$ cat src/rtl/chunked_ripple_accumulator_if.sv
// +-------------------------------------------------------------------------+
// | chunked_ripple_accumulator_if : run/clear/operand bus and result bus     |
// | rev 1.0                                                                  |
// +-------------------------------------------------------------------------+
`default_nettype none

interface chunked_ripple_accumulator_if #(
   parameter int WIDTH = 16
);
   logic             Run_Accumulate;
   logic             Clear_Acc;
   logic [WIDTH-1:0] SW;
   logic [WIDTH-1:0] Sum;
   logic             CO;
   logic             Busy;
   logic             Done;

   modport master (
      output Run_Accumulate, Clear_Acc, SW,
      input  Sum, CO, Busy, Done
   );

   modport slave (
      input  Run_Accumulate, Clear_Acc, SW,
      output Sum, CO, Busy, Done
   );
endinterface

`default_nettype wire

$ cat src/rtl/chunked_ripple_accumulator.sv
// +-------------------------------------------------------------------------+
// | chunked_ripple_accumulator : button-driven accumulator, DIGIT_W bits/clk |
// | rev 1.0                                                                  |
// +-------------------------------------------------------------------------+
`default_nettype none

module chunked_ripple_accumulator #(
   parameter int WIDTH    = 16,
   parameter int DIGIT_W  = 4,
   parameter int SATURATE = 0
) (
   input  logic                          Clk,
   input  logic                          Reset_Clear,
   chunked_ripple_accumulator_if.slave   bus
);
   localparam int N     = WIDTH / DIGIT_W;
   localparam int IDX_W = (N > 1) ? $clog2(N) : 1;
   localparam logic [IDX_W-1:0] LAST_IDX = IDX_W'(N - 1);

   typedef enum logic [1:0] {
      IDLE   = 2'd0,
      ADD    = 2'd1,
      FINISH = 2'd2
   } state_t;

   state_t             state_q, state_d;
   logic               run_q, run_d;
   logic [IDX_W-1:0]   idx_q, idx_d;
   logic               carry_q, carry_d;
   logic [WIDTH-1:0]   a_q, a_d;
   logic [WIDTH-1:0]   b_q, b_d;
   logic [WIDTH-1:0]   res_q, res_d;
   logic [WIDTH-1:0]   sum_q, sum_d;
   logic               co_q, co_d;
   logic               done_q, done_d;

   logic               start;
   logic [DIGIT_W:0]   slice;
   logic [WIDTH-1:0]   slice_ext;

   always_ff @(posedge Clk or negedge Reset_Clear) begin
      if (!Reset_Clear) begin
         state_q <= IDLE;
         run_q   <= 1'b1;
         idx_q   <= '0;
         carry_q <= 1'b0;
         a_q     <= '0;
         b_q     <= '0;
         res_q   <= '0;
         sum_q   <= '0;
         co_q    <= 1'b0;
         done_q  <= 1'b0;
      end else begin
         state_q <= state_d;
         run_q   <= run_d;
         idx_q   <= idx_d;
         carry_q <= carry_d;
         a_q     <= a_d;
         b_q     <= b_d;
         res_q   <= res_d;
         sum_q   <= sum_d;
         co_q    <= co_d;
         done_q  <= done_d;
      end
   end

   always_comb begin
      state_d   = state_q;
      run_d     = bus.Run_Accumulate;
      idx_d     = idx_q;
      carry_d   = carry_q;
      a_d       = a_q;
      b_d       = b_q;
      res_d     = res_q;
      sum_d     = sum_q;
      co_d      = co_q;
      done_d    = 1'b0;

      start     = run_q & ~bus.Run_Accumulate;
      slice     = {1'b0, a_q[DIGIT_W-1:0]} + {1'b0, b_q[DIGIT_W-1:0]}
                + {{DIGIT_W{1'b0}}, carry_q};
      slice_ext = WIDTH'(slice[DIGIT_W-1:0]);

      // Clear outranks everything, including a start on the same edge.
      if (bus.Clear_Acc) begin
         state_d = IDLE;
         sum_d   = '0;
         co_d    = 1'b0;
      end else begin
         case (state_q)
            IDLE: begin
               if (start) begin
                  a_d     = sum_q;
                  b_d     = bus.SW;
                  carry_d = 1'b0;
                  idx_d   = '0;
                  state_d = ADD;
               end
            end
            ADD: begin
               // Result slices enter at the top and drift down, LSB slice first.
               a_d     = a_q >> DIGIT_W;
               b_d     = b_q >> DIGIT_W;
               res_d   = (res_q >> DIGIT_W) | (slice_ext << (WIDTH - DIGIT_W));
               carry_d = slice[DIGIT_W];
               idx_d   = idx_q + 1'b1;
               if (idx_q == LAST_IDX) begin
                  state_d = FINISH;
               end
            end
            FINISH: begin
               if ((SATURATE != 0) && carry_q) begin
                  sum_d = '1;
               end else begin
                  sum_d = res_q;
               end
               co_d    = carry_q;
               done_d  = 1'b1;
               state_d = IDLE;
            end
            default: begin
               state_d = IDLE;
            end
         endcase
      end
   end

   assign bus.Sum  = sum_q;
   assign bus.CO   = co_q;
   assign bus.Busy = (state_q != IDLE);
   assign bus.Done = done_q;

endmodule

`default_nettype wire
$ cat src/flat_wrapper.sv
// flat-port wrapper written by rule: the top's interface ports become plain ports
module chunked_ripple_accumulator_flat 
#(
   parameter int WIDTH    = 16,
   parameter int DIGIT_W  = 4,
   parameter int SATURATE = 0
)
  (Clk, Reset_Clear, bus_Run_Accumulate, bus_Clear_Acc, bus_SW, bus_Sum, bus_CO, bus_Busy, bus_Done);
  chunked_ripple_accumulator_if #(.WIDTH(WIDTH)) bus_i ();
  input  logic Clk;
  input  logic Reset_Clear;
  input wire logic [$bits(bus_i.Run_Accumulate)-1:0] bus_Run_Accumulate;
  input wire logic [$bits(bus_i.Clear_Acc)-1:0] bus_Clear_Acc;
  input wire logic [$bits(bus_i.SW)-1:0] bus_SW;
  output wire logic [$bits(bus_i.Sum)-1:0] bus_Sum;
  output wire logic [$bits(bus_i.CO)-1:0] bus_CO;
  output wire logic [$bits(bus_i.Busy)-1:0] bus_Busy;
  output wire logic [$bits(bus_i.Done)-1:0] bus_Done;
  assign bus_i.Run_Accumulate = bus_Run_Accumulate;
  assign bus_i.Clear_Acc = bus_Clear_Acc;
  assign bus_i.SW = bus_SW;
  assign bus_Sum = bus_i.Sum;
  assign bus_CO = bus_i.CO;
  assign bus_Busy = bus_i.Busy;
  assign bus_Done = bus_i.Done;
  chunked_ripple_accumulator #(.WIDTH(WIDTH), .DIGIT_W(DIGIT_W), .SATURATE(SATURATE)) u_core (.Clk(Clk), .Reset_Clear(Reset_Clear), .bus(bus_i));
endmodule
$ cat config.mk
export PLATFORM = sky130hd
export DESIGN_NAME = chunked_ripple_accumulator_flat
export DESIGN_NICKNAME = d
export VERILOG_FILES = /design/src/rtl/chunked_ripple_accumulator_if.sv /design/src/rtl/chunked_ripple_accumulator.sv /design/src/flat_wrapper.sv
export SDC_FILE = /design/constraint.sdc
export NUM_CORES = 1
export LEC_CHECK = 0
export BUFFER_PORTS_ARGS = -buffer_cell sky130_fd_sc_hd__buf_4
export CAP_MARGIN = 5
export CORE_ASPECT_RATIO = 2
export CORE_UTILIZATION = 25
export CTS_CLUSTER_DIAMETER = 100
export CTS_CLUSTER_SIZE = 8
export DETAILED_ROUTE_END_ITERATION = 10
export GPL_ROUTABILITY_DRIVEN = 0
export GPL_TIMING_DRIVEN = 0
export PLACE_DENSITY = 0.38
export SLEW_MARGIN = 20
export SYNTH_ARGS = -nofsm -noshare
export SYNTH_HDL_FRONTEND = slang
export SYNTH_SLANG_ARGS = --single-unit
$ cat constraint.sdc
create_clock -name Clk -period 2.3 [get_ports Clk]
set_clock_uncertainty 0.2 [all_clocks]
set_input_delay 0.46 -clock Clk [delete_from_list [all_inputs] [get_ports Clk]]
set_output_delay 0.46 -clock Clk [all_outputs]
set_load 0.01 [all_outputs]
==> results.json <==
{
  "synth_edf_count": 0,
  "crit_fanout": 10,
  "drv_slew": 0,
  "grt_usage_pct": 12.9,
  "dieArea_um2": 13800,
  "vias": 2079,
  "min_path_type": "primary input to register",
  "synth_area_per_cell_um2": 13.2,
  "period_needed_ns": 2.04,
  "fin_crit_sh_pct": 88.6,
  "slew_headroom_pct": 35.8,
  "grt_antenna_before_repair": 0,
  "dp_hpwl_um": 5800,
  "final_nets": 325,
  "cp.arrival_ns": 2.05,
  "setup_viol_count_final": 0,
  "drt_pass1_iterations": 4,
  "worst_pin_slew_ns": 0.963,
  "cpMaxStageDelayCell": "dfstp_2",
  "grt_pass1_wl_um": 13100,
  "h-tree-depth": 3,
  "status": "finished, final reports clean",
  "placed_area_um2": 3790,
  "p_leak_nw": 2.04,
  "numPortBuffers": 37,
  "hold_slack_ns": 0.0468,
  "fin_ws_ns": 0.263,
  "ys_seq_elements": 72,
  "remaining_drc_errors": 0,
  "cp_top_family": "flip-flops",
  "cts_setup_buffers": 0,
  "async_reset_ff_share_pct": 100,
  "path_buf_inv": 2,
  "syn_to_final_growth_pct": 23.8,
  "cts_tree": "done",
  "postRouteAntennaNets": 0,
  "crit_required_ns": 2.31,
  "drt_iter0_drc": 110,
  "startpoint_type": "register",
  "start_util_pct": 25.5,
  "std_cell_rows": 59,
  "path_clk_slew_ns": 0.06,
  "core-area_um2": 13000,
  "wl_um": 8080,
  "num_io_pins": 39,
  "synth-seq-area-share_pct": 54.3,
  "p_per_area_nw_per_um2": 1060,
  "die_x_um": 83.5,
  "grt_max_degree": 73,
  "clk_path_buf_depth": 2,
  "cts_num_sinks": 72,
  "yosysWarningCount": 0,
  "wire_per_inst_um": 17.7,
  "finalHoldViolCount": 0,
  "routed_via_density": 4.56,
  "synth_cell_types": 33,
  "die_h_um": 165,
  "drive_gt1_share_pct": 40.5,
  "fillers": 1342,
  "cts-root-buf": "clkbuf_16",
  "cap_violations": 0,
  "syn_nets": 277,
  "setup-tns-final_ns": 0,
  "peakVddDrop_v": 0.000445,
  "synth-main-ff-cell": "dfrtp_1",
  "syn_inst": 251,
  "total_power_mw": 4.35,
  "crit_chain": "nor2b_1 -> buf_2 -> o21a_2 -> buf_4 -> mux2_2",
  "synth.cell_area_um2": 3320,
  "numCtsBuffers": 9,
  "rsz0062_at_grt": "false",
  "crit_type": "register to register",
  "end_kind": "register",
  "cp_slowest_stage_delay_ns": 0.50,
  "antennaDiodeCount": 0,
  "postLayoutCellArea_um2": 4110,
  "hold_buffers": 0,
  "grt-ovfl-total": 0,
  "cts_resized": 0,
  "pre_cts_slack_ns": 0.0891,
  "clk_latency_ns": 0.33,
  "grt_pass1_vias": 2220,
  "fmax_ghz": 0.491
}
-- worst reg2reg max path: stages (launching register included) --
cell	delay, ns
dfstp_2	0.50
nor2b_1	0.11
buf_2	0.23
o21a_2	0.24
buf_4	0.27
mux2_2	0.37
-- through the flow --
stage | instances | util, %
floorplan | 251 | -
global placement | 440 | 29.2
detailed placement | 440 | 29.2
CTS | 456 | 31.6
global route | 456 | 31.6
finish | 456 | 31.6
-- metal layers --
layer | share of wire [%] | vias to the layer above | global-route usage, %
met1 | 39 | 1055 | 14.2
met2 | 57 | 40 | 23.9
met5 | 0 | - | 0
met3 | 2.9 | 6 | 2.45
li1 | - | 978 | -
met4 | 1.9 | 0 | 5.86
-- where the power goes --
part           switching [mW]  total (mW)  internal, mW
registers               0.200        1.75          1.55
clock network           0.537        1.51         0.973
logic                   0.522        1.09         0.569
-- kinds of logic after synthesis --
| family | share of synthesized area (%) |
|---|---|
| adder cells (fa/ha/maj) | 2.71 |
| XOR/XNOR | 0.264 |
| flip-flops | 54.3 |
| buffers and inverters | 4.26 |
| AO/OA/AOI/OAI | 8.03 |
| multiplexers | 21.1 |
| AND/OR/NAND/NOR | 9.31 |
-- worst paths after layout --
kind	startpoint	to	slack, ns	cells after the start
max	u_core.run_q	u_core.b_q[6]	0.26	5
min	bus_Run_Accumulate	u_core.run_q	0.05	1
max reg2reg	u_core.run_q	u_core.b_q[6]	0.26	5
min reg2reg	u_core.res_q[3]	u_core.res_q[3]	0.28	2
max in group asynchronous	Reset_Clear	u_core.res_q[2]	1.19	1
min in group asynchronous	Reset_Clear	u_core.b_q[15]	0.08	1
-- area by class of cell --
cell class	count	area, µm²	area share [%]
Clock buffer	10	239	5.82
Clock inverter	6	82.6	2.01
Sequential cell	72	1800	43.9
Tap cell	152	190	4.63
Buffer	15	108	2.62
Multi-Input combinational cell	155	1380	33.5
Inverter	9	33.8	0.822
Timing Repair Buffer	37	278	6.76
-- registers in the layout, summed over array words and instances (netlist names) --
signal,cells
u_core.bus.Sum,16
u_core.carry_q,1
u_core.state_q,2
u_core.bus.Done,1
u_core.run_q,1
u_core.res_q,16
u_core.bus.CO,1
u_core.b_q,16
u_core.idx_q,2
u_core.a_q,16
-- cell usage in the layout (no fill, tap or decap), types with 2 or more instances in the layout --
cell type and count:
clkinv_2 3, ha_1 4, mux2_4 40, mux2_2 8, nand3_1 2, nor3b_2 2
a21oi_1 2, o21ai_0 10, buf_2 5, clkbuf_16 9, buf_4 41, nand4_1 9
buf_6 4, inv_1 8, nand2_1 44, dfrtp_1 71, clkbuf_1 2, bufinv_16 2
fa_1 2, a22o_1 18
-- cells in the mapped netlist (2+ instances only) --
cell type   n  area (µm²)
nand4_1     9        56.3
clkbuf_1    2        7.51
a21oi_1     2        10.0
ha_1        4        50.1
nand3_1     2        10.0
nor3b_2     2        25.0
mux2_2      8        90.1
o21ai_0    10        50.1
dfrtp_1    71        1780
a22o_1     18         158
mux2_4     40         601
fa_1        2        40.0
nand2_1    44         165
inv_1       8        30.0
buf_6       4        45.0
buf_4       4        30.0
buf_2       5        25.0
Note: power is estimated with default switching activity, not from simulation.
